--- src/rtl/sprite_blitter.sv ---
// sprite_blitter
//   Copies a sprite from a combinational sprite ROM into the framebuffer
//   at (x_pos, y_pos). Pixels equal to KEY_COLOR are treated as
//   transparent. Pixels that land off-screen are clipped. Optional
//   horizontal mirroring is supported.
//
// Ports
//   clk, reset            system clock, synchronous active-high reset
//   start                 one-cycle draw request (only honoured while idle)
//   x_pos, y_pos, flip    placement and mirror flag, latched on start
//   rom_pixel             row-major pixel index presented to the ROM
//   rom_color             ROM colour for rom_pixel (same cycle)
//   rom_width/rom_height  sprite size minus one, latched on start
//   fb_we/fb_addr/fb_data registered framebuffer write, held until fb_ready
//   fb_ready              framebuffer accepts the write this cycle
//   busy                  high whenever a draw is in progress
//   done                  one-cycle pulse when the draw has completed
module sprite_blitter #(
    parameter int          SCREEN_W  = 320,
    parameter int          SCREEN_H  = 240,
    parameter logic [15:0] KEY_COLOR = 16'hFFFF,
    parameter int          FB_AW     = 17
) (
    input  logic             clk,
    input  logic             reset,
    input  logic             start,
    input  logic [9:0]       x_pos,
    input  logic [9:0]       y_pos,
    input  logic             flip,
    output logic [16:0]      rom_pixel,
    input  logic [15:0]      rom_color,
    input  logic [8:0]       rom_width,
    input  logic [8:0]       rom_height,
    output logic             fb_we,
    output logic [FB_AW-1:0] fb_addr,
    output logic [15:0]      fb_data,
    input  logic             fb_ready,
    output logic             busy,
    output logic             done
);

    localparam logic [10:0] SW11 = 11'(SCREEN_W);
    localparam logic [10:0] SH11 = 11'(SCREEN_H);

    typedef enum logic [1:0] {IDLE, RUN, DRAIN, DONE} state_t;

    state_t      state, state_nxt;

    logic [9:0]  x_r, y_r;
    logic        flip_r;
    logic [8:0]  w_r, h_r;
    logic [8:0]  col, row;
    logic [16:0] row_base;

    logic [8:0]  src_col;
    logic [10:0] sx, sy;
    logic        writable;
    logic        slot_free;
    logic        last_px;

    assign slot_free = !fb_we || fb_ready;
    assign last_px   = (col == w_r) && (row == h_r);

    // State register
    always_ff @(posedge clk) begin
        if (reset)
            state <= IDLE;
        else
            state <= state_nxt;
    end

    // Next-state logic
    always_comb begin
        state_nxt = state;
        unique case (state)
            IDLE:  if (start)                state_nxt = RUN;
            RUN:   if (slot_free && last_px) state_nxt = DRAIN;
            DRAIN: if (slot_free)            state_nxt = DONE;
            DONE:                            state_nxt = IDLE;
            default:                         state_nxt = IDLE;
        endcase
    end

    // Output / address-generation logic
    always_comb begin
        src_col   = flip_r ? (w_r - col) : col;
        rom_pixel = row_base + {8'd0, src_col};
        sx        = {1'b0, x_r} + {2'b0, col};
        sy        = {1'b0, y_r} + {2'b0, row};
        writable  = (rom_color != KEY_COLOR) && (sx < SW11) && (sy < SH11);
        busy      = (state != IDLE);
    end

    // Datapath: latched request, traversal counters and the write slot
    always_ff @(posedge clk) begin
        if (reset) begin
            x_r      <= '0;
            y_r      <= '0;
            flip_r   <= 1'b0;
            w_r      <= '0;
            h_r      <= '0;
            col      <= '0;
            row      <= '0;
            row_base <= '0;
            fb_we    <= 1'b0;
            fb_addr  <= '0;
            fb_data  <= '0;
            done     <= 1'b0;
        end else begin
            // done is a registered flag of the DONE state, so it appears in
            // the cycle after DONE, when busy has already dropped.
            done <= (state == DONE);
            unique case (state)
                IDLE: begin
                    if (start) begin
                        x_r      <= x_pos;
                        y_r      <= y_pos;
                        flip_r   <= flip;
                        w_r      <= rom_width;
                        h_r      <= rom_height;
                        col      <= '0;
                        row      <= '0;
                        row_base <= '0;
                    end
                end
                RUN: begin
                    if (slot_free) begin
                        fb_we   <= writable;
                        fb_addr <= FB_AW'(32'(sy) * 32'(SCREEN_W) + 32'(sx));
                        fb_data <= rom_color;
                        if (col == w_r) begin
                            col      <= '0;
                            row      <= row + 9'd1;
                            row_base <= row_base + {8'd0, w_r} + 17'd1;
                        end else begin
                            col <= col + 9'd1;
                        end
                    end
                end
                DRAIN: begin
                    if (slot_free)
                        fb_we <= 1'b0;
                end
                default: ;
            endcase
        end
    end

endmodule

--- config.mk ---
export PLATFORM = sky130hd
export DESIGN_NAME = sprite_blitter
export DESIGN_NICKNAME = d
export VERILOG_FILES = /design/src/rtl/sprite_blitter.sv
export SDC_FILE = /design/constraint.sdc
export NUM_CORES = 1
export LEC_CHECK = 0
export BUFFER_PORTS_ARGS = -buffer_cell sky130_fd_sc_hd__buf_2
export CAP_MARGIN = 20
export CORE_ASPECT_RATIO = 1.4
export CORE_UTILIZATION = 40
export CTS_CLUSTER_DIAMETER = 150
export CTS_CLUSTER_SIZE = 20
export DETAILED_ROUTE_END_ITERATION = 8
export PLACE_DENSITY_LB_ADDON = 0.25
export RECOVER_POWER = 50
export SYNTH_ARGS = -nofsm -noshare
export SYNTH_HDL_FRONTEND = slang
export SYNTH_SLANG_ARGS = --single-unit
--- constraint.sdc ---
create_clock -name clk -period 4.9 [get_ports clk]
set_clock_uncertainty 0.1 [all_clocks]
set_input_delay 0.245 -clock clk [delete_from_list [all_inputs] [get_ports clk]]
set_output_delay 0.245 -clock clk [all_outputs]
set_load 0.02 [all_outputs]
==> results.sh, run 1 <==
export IMPL_area_growth_pct=14.52
export IMPL_timing_rr_end="fb_addr[16]"
export IMPL_htreeDepth=3
export IMPL_yosysUniqueCellTypes=59
export IMPL_final_max_slew_violation_count=79
export IMPL_drive_above_1_share=0.1101
export IMPL_fmax_mhz=226.0
export IMPL_synth_seq_cells=111
export IMPL_grt_pass1_wl_mm=27.84
export IMPL_synth_top_flop_cell="dfxtp_1"
export IMPL_post_place_cells=1206
export IMPL_wire_per_inst_um=13.48
export IMPL_relSlewSlack=-0.2471
export IMPL_min_path_type="in2reg"
export IMPL_setup_slack_ns=0.4747
export IMPL_path_class="reg2out"
export IMPL_critPathCaptureType="primary output"
export IMPL_synthArstFlopShare=0
export IMPL_ant_nets=0
export IMPL_hold_violations=0
export IMPL_setup_viol=0
export IMPL_place_congestion=0.8291
export IMPL_drt_pass1_iter_count=4
export IMPL_num_nets_final=1117
export IMPL_max_cap_violations=2
export IMPL_dieArea_mm2=0.01808
export IMPL_cts_sinks=111
export IMPL_crit_arrival_ns=4.08
export IMPL_violations="capacitance limit, slew limit"
export IMPL_insertedDiodeCount=0
export IMPL_port_buffers=111
export IMPL_cts_path_max_buffers=2
export IMPL_hold_buffers=0
export IMPL_synth_warnings=0
export IMPL_multi_input_area_mm2=0.004499
export IMPL_endpoint="rom_pixel[13]"
export IMPL_cts_resized=0
export IMPL_viasPerCell=5.003
export IMPL_ff2ff_setup_slack_ns=0.88
export IMPL_rows=56
export IMPL_synth_edf_count=0
export IMPL_dpl_worst_slack_ns=0.8588
export IMPL_postCtsSetupBuffers=0
export IMPL_rr_worst_depth=16
export IMPL_syn_avg_cell_area_um2=7.890
export IMPL_fillers=1782
export IMPL_dieWidth_um=113.9
export IMPL_synth_area_mm2=0.007014
export IMPL_fin_crit_ns=4.425
export IMPL_path_max_fanout=5
export IMPL_wirelength_mm=16.48
export IMPL_antenna_found_initial=0
export IMPL_initial_core_util=0.4137
export IMPL_cts_tree="yes"
export IMPL_path_clk_slew_ns=0.07
export IMPL_outcome="finished with violations"
export IMPL_clk_latency_ns=0.36
export IMPL_drc=0
export IMPL_syn_inst=889
export IMPL_ff_latch_area_mm2=0.002222
export IMPL_rsz0062_at_grt="no"
export IMPL_io_pins=112
export IMPL_fin_crit_sh=0.9031
export IMPL_grt_max_degree=69
export IMPL_cts_root_buffer="clkbuf_16"
export IMPL_num_vias=6114
export IMPL_coreArea_mm2=0.01696
export IMPL_p_per_area_mw_per_mm2=410.9
export IMPL_crit_required_ns=4.55
export IMPL_grt_overflow_total=0
export IMPL_setup_tns_ns=0
export IMPL_synth_seq_area_share=0.3168
export IMPL_setup_worst_path_start_class="flop"
export IMPL_drtIter0Drc=264
export IMPL_cp_startpoint="col[1]"
export IMPL_tightest_slew_ns=1.871
export IMPL_postSynthNetCount=1021
export IMPL_rr_startpoint="row[0]"
export IMPL_vdd_ir_drop_max_v=0.0001988
export IMPL_track_usage=0.1943
export IMPL_dp_hpwl_mm=12.69
export IMPL_grt_pass1_vias=5875
export IMPL_cellLeakagePower_nw=3.322
export IMPL_cts_buffers=9
export IMPL_die_height_um=158.7
export IMPL_fin_cells=1222
## worst min-delay path by stage
stage	start	slack, ns	end	cells after the start
final	rom_width[1]	0.02	w_r[1]	3
after global routing	rom_width[2]	0.009	w_r[2]	3
after CTS	rom_width[1]	0.01	w_r[1]	3
after detailed placement	fb_addr[11]	0.34	fb_addr[11]	2
after global placement	fb_addr[9]	0.34	fb_addr[9]	2
after floorplan	rom_width[0]	0.28	w_r[0]	2
## state kept, by name, summed over array words and instances, names as in the netlist, 2 cells and up
name / cells
w_r: 9
row: 9
y_r: 10
h_r: 9
fb_data: 16
state: 2
x_r: 10
col: 9
fb_addr: 17
row_base: 17
## cells in the final DEF (no fill, tap or decap), types with 2 or more instances in the layout
cell type     n
mux2i_1       2
dfxtp_1     111
a21o_1        8
clkbuf_16     9
nand2_1     166
xnor2_1      55
and2_1        2
clkinvlp_4    2
buf_2        75
clkbuf_1     40
a21oi_1     106
nor3b_1       2
nand3_1      16
ha_1         66
nor2_1       66
o21bai_1      6
fa_1          7
o22ai_1       3
a211oi_2      2
nand4_1      12
and4_1        2
nor3_1       10
or3_1         3
inv_1        45
a21boi_1      4
nor2b_1      14
nand2b_1      9
nand3b_1      3
o21ai_0      28
o21a_1        7
o21ai_1      18
xor2_1       30
a2111oi_2     2
a211oi_1     15
or4_1         2
buf_4         4
nor4_1        9
## cell type report
type                    instances  area share
clock buffers                  12     0.03069
repair buffers                117     0.06822
inverters                      46     0.02150
well taps                     232     0.03614
flip-flops and latches        111      0.2766
multi-input cells             700      0.5601
clock inverters                 4    0.006698
## logic make-up after synthesis
logic type                 Yosys count  synth area share
buffers and inverters               78           0.04174
muxes                                3          0.004460
DFF                                111            0.3168
AOI/OAI and AO/OA                  210            0.1768
xor gates and xnor gates            87            0.1117
adders and majority gates           73            0.1377
and+or+nand+nor                    327            0.2108
## critical path, stage by stage, from the launching register on
cell,delay [ns]
dfxtp_1,0.40
inv_1,0.15
ha_1,0.32
nor2b_1,0.13
o21ai_0,0.21
a21boi_1,0.11
o21ai_0,0.23
nor3b_1,0.23
nor2_1,0.07
nand2_1,0.06
o21ai_0,0.12
ha_1,0.27
nor4_1,0.26
o21ai_1,0.13
a41o_1,0.24
a21oi_1,0.30
nor2_1,0.11
nand3_1,0.11
xnor2_1,0.11
buf_2,0.17
## power by group
part / switching [W] / internal [W]
clock: 0.000342 / 0.000413
combinational: 0.000881 / 0.000497
sequential: 0.000114 / 0.00105
## per-layer routing
layer | wire length [um] | GRT usage | share of wire | up-vias
met2 | 7924 | 0.3362 | 0.48 | 111
met5 | 0 | 0 | 0 | -
met3 | 761 | 0.03997 | 0.046 | 22
met4 | 273 | 0.06370 | 0.017 | 0
li1 | - | - | - | 3234
met1 | 7516 | 0.2400 | 0.46 | 2747
## Yosys cell counts, types with 16 or more instances
cell type	count	area share
o21ai_1	18	0.013
clkbuf_1	30	0.016
xor2_1	30	0.037
xnor2_1	55	0.069
a21oi_1	106	0.076
nand3_1	16	0.011
nor2_1	66	0.035
ha_1	66	0.12
inv_1	45	0.024
dfxtp_1	111	0.32
o21ai_0	28	0.020
nand2_1	166	0.089
## per-stage QoR
step	power (W)	util	hold slack, ns	instance area (um^2)
after floorplan	0.002212	-	0.2810	7014
final	0.003301	0.4737	0.01735	8033
after global placement	0.002579	0.4587	0.3366	7777
after global routing	0.003555	0.4737	0.008608	8033
after detailed placement	0.002596	0.4591	0.3422	7785
after CTS	0.003366	0.4768	0.01003	8085
(Power assumes the default switching activity.)
==> inputs of run 2 (changes only) <==
ABC_AREA = 1   (was not set)
CORE_MARGIN = 5   (was not set)
==> results.sh, run 2 <==
export IMPL_grt_overflow_total=0
export IMPL_critical_path_slowest_cell="ha_1"
export IMPL_grt_pass1_wl_mm=32.80
export IMPL_postSynthNetCount=1231
export IMPL_tightest_slew_ns=2.020
export IMPL_layout_commonest_cell="nand2_1"
export IMPL_rsz0062_at_grt="no"
export IMPL_setup_worst_path_start_class="flop"
export IMPL_hold_buffers=0
export IMPL_path_class="reg2out"
export IMPL_vdd_ir_drop_max_v=0.0002945
export IMPL_final_max_slew_violation_count=52
export IMPL_cts_root_buffer="clkbuf_16"
export IMPL_synth_top_flop_cell="dfxtp_1"
export IMPL_coreArea_mm2=0.01846
export IMPL_setup_tns_ns=0
export IMPL_cts_resized=0
export IMPL_place_congestion=0.8837
export IMPL_htreeDepth=3
export IMPL_synth_area_top_cells="dfxtp_1 (30%), ha_1 (11%), nand2_1 (10%)"
export IMPL_synth_largest_area_cell="dfxtp_1"
export IMPL_crit_top_cell="nand2_1"
export IMPL_outcome="finished with violations"
export IMPL_reg_top3="fb_addr (17), row_base (17), fb_data (16)"
export IMPL_min_path_type="in2reg"
export IMPL_synth_edf_count=0
export IMPL_area_growth_pct=13.38
export IMPL_drt_pass1_iter_count=4
export IMPL_p_per_area_mw_per_mm2=457.7
export IMPL_drc=0
export IMPL_drtIter0Drc=330
export IMPL_fin_crit_sh=0.8721
export IMPL_synth_area_mm2=0.007460
export IMPL_postCtsSetupBuffers=0
export IMPL_grt_pass1_vias=6990
export IMPL_fillers=1996
export IMPL_rows=59
export IMPL_antenna_found_initial=1
export IMPL_dieArea_mm2=0.02152
export IMPL_fmax_mhz=234.0
export IMPL_ff_latch_area_mm2=0.002222
export IMPL_crit_arrival_ns=3.93
export IMPL_setup_viol=0
export IMPL_wire_per_inst_um=13.86
export IMPL_cts_tree="yes"
export IMPL_multi_input_area_mm2=0.004582
export IMPL_mostFrequentLayoutCells="nand2_1 (205), nor2_1 (164), inv_1 (138)"
export IMPL_violations="capacitance limit, slew limit"
export IMPL_yosysUniqueCellTypes=45
export IMPL_netlist_area_leader_share=0.2979
export IMPL_synth_seq_area_share=0.2979
export IMPL_track_usage=0.1870
export IMPL_drive_above_1_share=0.09227
export IMPL_synthArstFlopShare=0
export IMPL_fin_crit_ns=4.273
export IMPL_synthTopCellsByCount="nand2_1 (205), nor2_1 (164), inv_1 (138)"
export IMPL_port_buffers=111
export IMPL_num_nets_final=1330
export IMPL_critPathCaptureType="primary output"
export IMPL_p_total_w=0.003871
export IMPL_cellLeakagePower_nw=4.188
export IMPL_clk_latency_ns=0.36
export IMPL_syn_inst=1099
export IMPL_crit_required_ns=4.55
export IMPL_wirelength_mm=20.05
export IMPL_insertedDiodeCount=0
export IMPL_num_vias=7249
export IMPL_initial_core_util=0.4042
export IMPL_dieWidth_um=125.4
export IMPL_grt_max_degree=52
export IMPL_cts_buffers=9
export IMPL_synth_seq_cells=111
export IMPL_path_buf_inv=3
export IMPL_path_clk_slew_ns=0.08
export IMPL_max_stage_delay_ns=0.40
export IMPL_hold_violations=0
export IMPL_path_delay_family="compound AO/OA/AOI/OAI gates"
export IMPL_synth_warnings=0
export IMPL_yosysMostFrequentCell="nand2_1"
export IMPL_viasPerCell=5.010
export IMPL_syn_avg_cell_area_um2=6.788
export IMPL_die_height_um=171.6
export IMPL_max_cap_violations=1
export IMPL_path_max_fanout=6
export IMPL_relSlewSlack=-0.3468
export IMPL_cts_sinks=111
export IMPL_cp_cell_sequence="inv_1 -> ha_1 -> a21oi_1 -> nand2_1 -> nand2_1 -> nand2_1 -> a21oi_1 -> nor2_1 -> o21ai_0 -> nand3_1 -> nand3_1 -> o21ai_0 -> ha_1 -> nand2_1 -> inv_1 -> nand4_1 -> o211ai_1 -> nand2_1 -> a21oi_1 -> nand3_1 -> xor2_1 -> buf_2"
export IMPL_dp_hpwl_mm=15.83
export IMPL_io_pins=112
export IMPL_ant_nets=0
export IMPL_cts_path_max_buffers=2
## run 2: cell types whose count changed in the layout (fill, tap and decap cells not counted), sizes merged, moves of 15 or more
cell / before / now
nand3: 16 / 54
nand2: 166 / 209
nor2: 67 / 169
nor2b: 15 / 0
o21ai: 46 / 106
a21oi: 107 / 87
inv: 47 / 144
xnor2: 56 / 15
## run 2: kinds of logic (layout without fill, tap and decap cells)
kind of cell | after synthesis | in the layout | share of synthesized area
compound gates | 228 | 228 | 0.1655
xor+xnor | 41 | 41 | 0.04814
fa+ha+maj | 73 | 73 | 0.1295
buf+inv | 169 | 273 | 0.08605
flops | 111 | 111 | 0.2979
simple gates | 477 | 477 | 0.2729
## run 2: per-layer routing
metal	global-route usage	vias up	part of all wire
li1	-	3796	-
met1	0.2208	3280	0.43
met2	0.3346	140	0.49
met3	0.04349	31	0.051
met4	0.06321	2	0.024
met5	0	-	0.00065
## run 2: final cells by class
cell class	count	area share
Clock buffer	11	0.02751
Multi-Input combinational cell	819	0.5417
Clock inverter	5	0.004882
Timing Repair Buffer	115	0.06346
Sequential cell	111	0.2627
Tap cell	244	0.03609
Inverter	142	0.06361
## run 2: final timing paths
kind / start / endpoint / slack [ns] / cells past startpoint
setup / recovery: col[2] / rom_pixel[16] / 0.63 / 22
hold / removal: rom_color[12] / fb_data[12] / 0.02 / 3
setup reg to reg: row[0] / fb_addr[16] / 0.98 / 24
hold reg to reg: h_r[7] / h_r[7] / 0.38 / 2
## run 2: metrics by stage
step / hold slack, ns / worst slack, ns / cells / instance area (um^2) / utilization
2_1_floorplan: 0.2726 / 1.333 / 1099 / 7460 / -
3_3_place_gp: 0.3657 / 1.071 / 1431 / 8247 / 0.4468
3_5_place_dp: 0.3697 / 0.9730 / 1431 / 8247 / 0.4468
4_1_cts: 0.01144 / 0.5958 / 1447 / 8521 / 0.4617
5_1_grt: 0.01613 / 0.07713 / 1447 / 8458 / 0.4583
6_report: 0.01592 / 0.6269 / 1447 / 8458 / 0.4583
## run 2: worst reg2reg max path, stage by stage (launching register included)
cell and delay (ns):
dfxtp_1 0.41, ha_1 0.22, inv_1 0.06, fa_1 0.39
inv_1 0.09, nand3_1 0.07, nand2_1 0.12, xor2_1 0.28
ha_1 0.20, inv_1 0.06, fa_1 0.53, inv_1 0.04
ha_1 0.32, nand3_1 0.10, nor2_1 0.10, nand2_1 0.06
nand2_1 0.10, nand2_1 0.10, nor2_2 0.11, nand2_1 0.06
nand2_1 0.09, nand2_1 0.05, nand2_1 0.05, nand2_1 0.05
a21oi_1 0.11
## run 2: power breakdown
| group | internal (W) | leakage, nW | switching [W] |
|---|---|---|---|
| clock network | 0.000351 | 0.127 | 0.000369 |
| logic | 0.000611 | 3.15 | 0.00128 |
| registers | 0.00112 | 0.909 | 0.000149 |
| total | 0.00208 | 4.19 | 0.00179 |
